===== src/rtl/regfile_write_arbiter_if.sv =====
// Write-request bundle between the two writeback requesters, the arbiter and the
// register-file write port.
interface regfile_write_arbiter_if #(
  parameter int unsigned DATA_W = 64
);
  logic                     a_valid;
  logic [4:0]               a_rd;
  logic [DATA_W-1:0]        a_data;
  logic                     a_ready;
  logic                     b_valid;
  logic [4:0]               b_rd;
  logic [DATA_W-1:0]        b_data;
  logic                     b_ready;
  logic                     wr_en;
  logic [4:0]               wr_rd;
  logic signed [DATA_W-1:0] wr_data;
  logic [3:0]               starve_cnt;

  // Requester/observer side.
  modport master (
    output a_valid, a_rd, a_data, b_valid, b_rd, b_data,
    input  a_ready, b_ready, wr_en, wr_rd, wr_data, starve_cnt
  );

  // Arbiter side.
  modport slave (
    input  a_valid, a_rd, a_data, b_valid, b_rd, b_data,
    output a_ready, b_ready, wr_en, wr_rd, wr_data, starve_cnt
  );
endinterface


===== src/rtl/regfile_write_arbiter.sv =====
// Two-requester register-file write arbiter: A has priority, B is force-granted after
// waiting STARVE_MAX cycles. Write port is registered with one cycle of latency.
module regfile_write_arbiter #(
  parameter int unsigned DATA_W     = 64,
  parameter int unsigned STARVE_MAX = 4
) (
  input logic                     clk,
  input logic                     rst_n,
  regfile_write_arbiter_if.slave  bus
);

  localparam logic [3:0] StarveMax = 4'(STARVE_MAX);

  logic                     a_ready, b_ready, starve_hit;
  logic [4:0]               sel_rd;
  logic [DATA_W-1:0]        sel_data;
  logic                     wr_en_d, wr_en_q;
  logic [4:0]               wr_rd_d, wr_rd_q;
  logic signed [DATA_W-1:0] wr_data_d, wr_data_q;
  logic [3:0]               starve_d, starve_q;

  always_comb begin
    starve_hit = (starve_q == StarveMax);
    // Readies are gated by reset so nothing is accepted while rst_n is low.
    a_ready    = rst_n && bus.a_valid && !(bus.b_valid && starve_hit);
    b_ready    = rst_n && bus.b_valid && (starve_hit || !bus.a_valid);

    sel_rd     = b_ready ? bus.b_rd   : bus.a_rd;
    sel_data   = b_ready ? bus.b_data : bus.a_data;

    // x0 writes complete the handshake but never reach the register file.
    wr_en_d    = (a_ready || b_ready) && (sel_rd != 5'd0);
    wr_rd_d    = wr_en_d ? sel_rd : wr_rd_q;
    wr_data_d  = wr_en_d ? $signed(sel_data) : wr_data_q;

    if (bus.b_valid && !b_ready) begin
      starve_d = starve_hit ? starve_q : starve_q + 4'd1;
    end else begin
      starve_d = 4'd0;
    end
  end

  always_ff @(posedge clk) begin
    if (!rst_n) begin
      wr_en_q   <= 1'b0;
      wr_rd_q   <= 5'd0;
      wr_data_q <= '0;
      starve_q  <= 4'd0;
    end else begin
      wr_en_q   <= wr_en_d;
      wr_rd_q   <= wr_rd_d;
      wr_data_q <= wr_data_d;
      starve_q  <= starve_d;
    end
  end

  assign bus.a_ready    = a_ready;
  assign bus.b_ready    = b_ready;
  assign bus.wr_en      = wr_en_q;
  assign bus.wr_rd      = wr_rd_q;
  assign bus.wr_data    = wr_data_q;
  assign bus.starve_cnt = starve_q;

endmodule


===== src/flat_wrapper.sv =====
// flat-port wrapper written by rule: the top's interface ports become plain ports
module regfile_write_arbiter_flat 
#(
  parameter int unsigned DATA_W     = 64,
  parameter int unsigned STARVE_MAX = 4
)
  (clk, rst_n, bus_a_valid, bus_a_rd, bus_a_data, bus_b_valid, bus_b_rd, bus_b_data, bus_a_ready, bus_b_ready, bus_wr_en, bus_wr_rd, bus_wr_data, bus_starve_cnt);
  regfile_write_arbiter_if #(.DATA_W(DATA_W)) bus_i ();
  input logic clk;
  input logic rst_n;
  input wire logic [$bits(bus_i.a_valid)-1:0] bus_a_valid;
  input wire logic [$bits(bus_i.a_rd)-1:0] bus_a_rd;
  input wire logic [$bits(bus_i.a_data)-1:0] bus_a_data;
  input wire logic [$bits(bus_i.b_valid)-1:0] bus_b_valid;
  input wire logic [$bits(bus_i.b_rd)-1:0] bus_b_rd;
  input wire logic [$bits(bus_i.b_data)-1:0] bus_b_data;
  output wire logic [$bits(bus_i.a_ready)-1:0] bus_a_ready;
  output wire logic [$bits(bus_i.b_ready)-1:0] bus_b_ready;
  output wire logic [$bits(bus_i.wr_en)-1:0] bus_wr_en;
  output wire logic [$bits(bus_i.wr_rd)-1:0] bus_wr_rd;
  output wire logic [$bits(bus_i.wr_data)-1:0] bus_wr_data;
  output wire logic [$bits(bus_i.starve_cnt)-1:0] bus_starve_cnt;
  assign bus_i.a_valid = bus_a_valid;
  assign bus_i.a_rd = bus_a_rd;
  assign bus_i.a_data = bus_a_data;
  assign bus_i.b_valid = bus_b_valid;
  assign bus_i.b_rd = bus_b_rd;
  assign bus_i.b_data = bus_b_data;
  assign bus_a_ready = bus_i.a_ready;
  assign bus_b_ready = bus_i.b_ready;
  assign bus_wr_en = bus_i.wr_en;
  assign bus_wr_rd = bus_i.wr_rd;
  assign bus_wr_data = bus_i.wr_data;
  assign bus_starve_cnt = bus_i.starve_cnt;
  regfile_write_arbiter #(.DATA_W(DATA_W), .STARVE_MAX(STARVE_MAX)) u_core (.clk(clk), .rst_n(rst_n), .bus(bus_i));
endmodule

===== config.mk =====
export PLATFORM = sky130hd
export DESIGN_NAME = regfile_write_arbiter_flat
export DESIGN_NICKNAME = d
export VERILOG_FILES = /design/src/rtl/regfile_write_arbiter_if.sv /design/src/rtl/regfile_write_arbiter.sv /design/src/flat_wrapper.sv
export SDC_FILE = /design/constraint.sdc
export NUM_CORES = 1
export LEC_CHECK = 0
export CAP_MARGIN = 30
export CORE_ASPECT_RATIO = 0.6
export CORE_MARGIN = 2
export CORE_UTILIZATION = 42
export DETAILED_ROUTE_END_ITERATION = 7
export PLACE_DENSITY_LB_ADDON = 0.25
export SKIP_LAST_GASP = 1
export SLEW_MARGIN = 20
export SYNTH_ARGS = -nofsm -noshare
export SYNTH_HDL_FRONTEND = slang
export SYNTH_SLANG_ARGS = --single-unit

===== constraint.sdc =====
create_clock -name clk -period 4.7 [get_ports clk]
set_clock_uncertainty 0.1 [all_clocks]
set_input_delay 0.94 -clock clk [delete_from_list [all_inputs] [get_ports clk]]
set_output_delay 0.94 -clock clk [all_outputs]
set_load 0.005 [all_outputs]

==> summary.txt <==
Run status
  – Outcome: finished, final reports clean

STA
  – Max_slew headroom: 39.4%
  – Final setup fails: 0
  – Final WS setup: 1.30 ns
  – Unrepaired setup endpoints after global routing: no
  – Slew @ Worst Pin: 0.910 ns
  – Tcrit/Tclk final: 72.3%
  – Crit path time final: 3.40 ns
  – Max Freq: 0.294 GHz
  – Final Hold Fails: 0
  – Final Max Slew Viols: 0
  – TNS Setup: 0 ns

Place
  – Dpl ws: 1.32 ns
  – Placed cell areas: 0.00612 mm²
  – DP Cell Count: 662
  – PortBufs: 217
  – Detailed Place HPWL: 8390 µm
  – RD Place Congestion: 0.717

Worst setup path
  – Delay-heaviest family, CP: buffers and inverters
  – Worst Reg-to-Reg Cells: 7
  – WP data required: 3.66 ns
  – Crit path top cell by count: clkdlybuf4s50_1
  – CP bufs+invs: 2
  – WP data arrival: 2.36 ns
  – Max FO, Critical Path: 4
  – Critical path's largest stage delay: 0.53 ns
  – Startpoint Class: input pin
  – CP Depth: 4
  – Slowest cell on crit path: clkdlybuf4s50_1
  – Element type at the critical path end: output port
  – Cell Chain, Critical Path: clkdlybuf4s50_1, a21boi_4, and2_1, clkdlybuf4s50_1
  – Worst Setup Path Type: input pin to output port

Logic synthesis
  – Largest cells by area after synthesis: dfxtp_1, a211oi_2, mux2i_1
  – Most common cell in the netlist: dfxtp_1
  – Mapped Cells: 352
  – Mapped Area: 0.00395 mm²
  – Post-synth top cells: dfxtp_1, a211oi_1, a211oi_2, mux2i_1, clkbuf_1
  – Yosys top cell area share: 37.6%
  – Async set-reset flop share out of synthesis: 0%
  – Register area share after synthesis: 37.6%
  – Post-synth EDFFs: 0
  – Synth Flop Type: dfxtp_1
  – #FFs+latches synth: 74
  – Synth Net Count: 496
  – Post-synthesis cell type count: 27
  – Yosys warnings: 0
  – Cell taking the most area after synthesis: dfxtp_1
  – Syn Area/Cell: 11.2 µm²

Detailed routing
  – First DRT Iteration DRCs: 213
  – Vias per std cell: 5.45
  – DRT antenna net count: 0
  – Routed len/inst: 17.5 µm
  – Drt drc: 0
  – Routed WL: 11900 µm
  – Via count: 3692
  – First-pass iteration count of the detailed router: 4

Floorplanning
  – Die Ht: 79.1 µm
  – Die Span X: 129 µm
  – Initial core utilization: 43.1%
  – I/O Pins: 218
  – Placement Rows: 27
  – Core region area: 0.00916 mm²
  – Die Area: 0.0102 mm²

Finish
  – Final instance area: 0.00644 mm²
  – Area Overhead vs Synth: 63.2%
  – Fin nets: 687
  – Share of cells above drive strength 1: 17.3%
  – Filler instances: 691
  – Final std cells w/o fill: 678
  – Antenna diodes: 0

Flow run
  – Number of max-cap violations: 0

Clock network
  – CTS Buffer Depth: 2
  – Hold buffer count at cts: 0
  – Clock sink count: 74
  – Gates resized, CTS repair: 0
  – Clock-pin slew on the worst setup and hold paths: 0.06 ns
  – Post-CTS setup buffers: 0
  – Clock latency on the worst-skew pair: 0.33 ns
  – CTS tree: built
  – Num CTS Buffers: 9
  – H-tree depth: 3
  – CTS root buffer: clkbuf_16

GRT
  – Total grt overflow: 0
  – GR Util met2: 38.1%
  – Global route hottest layer: met2
  – Grt met1 use: 27.3%
  – Pin count of the biggest net entering global routing: 71
  – Met3 GRT Util: 7.88%
  – GRT Util Overall: 22.9%
  – Initial antenna violation count: 0
  – First-pass GRT wire length: 18500 µm
  – Number of global-route vias before repair: 3700

Hold path
  – Hold depth: 1
  – HP Class: flip-flop to flip-flop

Pwr
  – Total Power: 1.90 mW
  – Leak: 2.18 nW
  – Power density cells: 295 mW/mm²
  – Worst vdd ir: 0.000162 V
-- worst register-to-register path, stage by stage, from the launching register on --
cell	delay [ns]
dfxtp_1	0.36
inv_1	0.08
ha_1	0.16
nand3b_1	0.16
a21boi_4	0.24
buf_4	0.70
mux2i_1	0.47
a211oi_2	0.11
-- flip-flops by register name, summed over array words and instances (netlist names) --
signal / count
u_core.bus.wr_data: 64
u_core.bus.wr_rd: 5
u_core.bus.wr_en: 1
u_core.bus.starve_cnt: 4
-- worst paths after layout --
| kind | end | from | slack (ns) |
|---|---|---|---|
| worst max-delay path | bus_b_ready | bus_b_valid | 1.30 |
| worst min-delay path | u_core.bus.starve_cnt[0]$_SDFFE_PN0P_ | u_core.bus.starve_cnt[0]$_SDFFE_PN0P_ | 0.39 |
| worst max register to register | u_core.bus.wr_data[20]$_SDFFE_PN0P_ | u_core.bus.starve_cnt[1]$_SDFFE_PN0P_ | 2.18 |
| worst min register to register | u_core.bus.starve_cnt[0]$_SDFFE_PN0P_ | u_core.bus.starve_cnt[0]$_SDFFE_PN0P_ | 0.39 |
-- power breakdown --
group          switching, mW  total, mW  internal, mW
combinational          0.183      0.463         0.280
clock                  0.263      0.726         0.463
sequential            0.0287      0.710         0.681
-- cells by family after synthesis --
logic type	Yosys count	synth area share [%]
AOI/OAI and AO/OA	141	35.3
DFF	74	37.6
muxes	67	17.0
buffers and inverters	48	6.63
and+or+nand+nor	18	2.41
xor gates and xnor gates	2	0.444
adders and majority gates	2	0.634
-- layout make-up --
cell class                      count  area [µm²]  share of cell area [%]
Clock inverter                      7        93.8                    1.46
Inverter                            4        16.3                   0.253
Clock buffer                        9         225                    3.50
Tap cell                          130         163                    2.53
Sequential cell                    74        1480                    23.0
Timing Repair Buffer              224        2240                    34.7
Multi-Input combinational cell    230        2220                    34.5
-- placed cells by master (no fill, tap or decap), types with 2 or more instances in the layout --
cell type / n
nand2_1: 2
buf_4: 6
and2_1: 3
clkdlybuf4s50_1: 217
mux2i_1: 67
nor2_1: 5
a22oi_1: 2
clkinvlp_4: 2
ha_1: 2
clkbuf_16: 9
dfxtp_1: 74
a211oi_1: 67
inv_1: 3
clkinv_2: 3
o22ai_1: 2
a211oi_2: 67
bufinv_16: 2
-- per-stage QoR --
step	util (%)	hold WS, ns
final	70.3	0.389
after global routing	70.3	0.414
after floorplan	-	0.355
after CTS	70.3	0.387
after global placement	66.9	0.362
after detailed placement	66.9	0.369
-- routing by layer --
metal | vias to the layer above | share of wire [%]
li1 | 1782 | -
met1 | 1729 | 42
met2 | 157 | 46
met3 | 24 | 9.2
met4 | 0 | 2.3
met5 | - | 0
No activity file was read; power rests on OpenSTA's default activity.
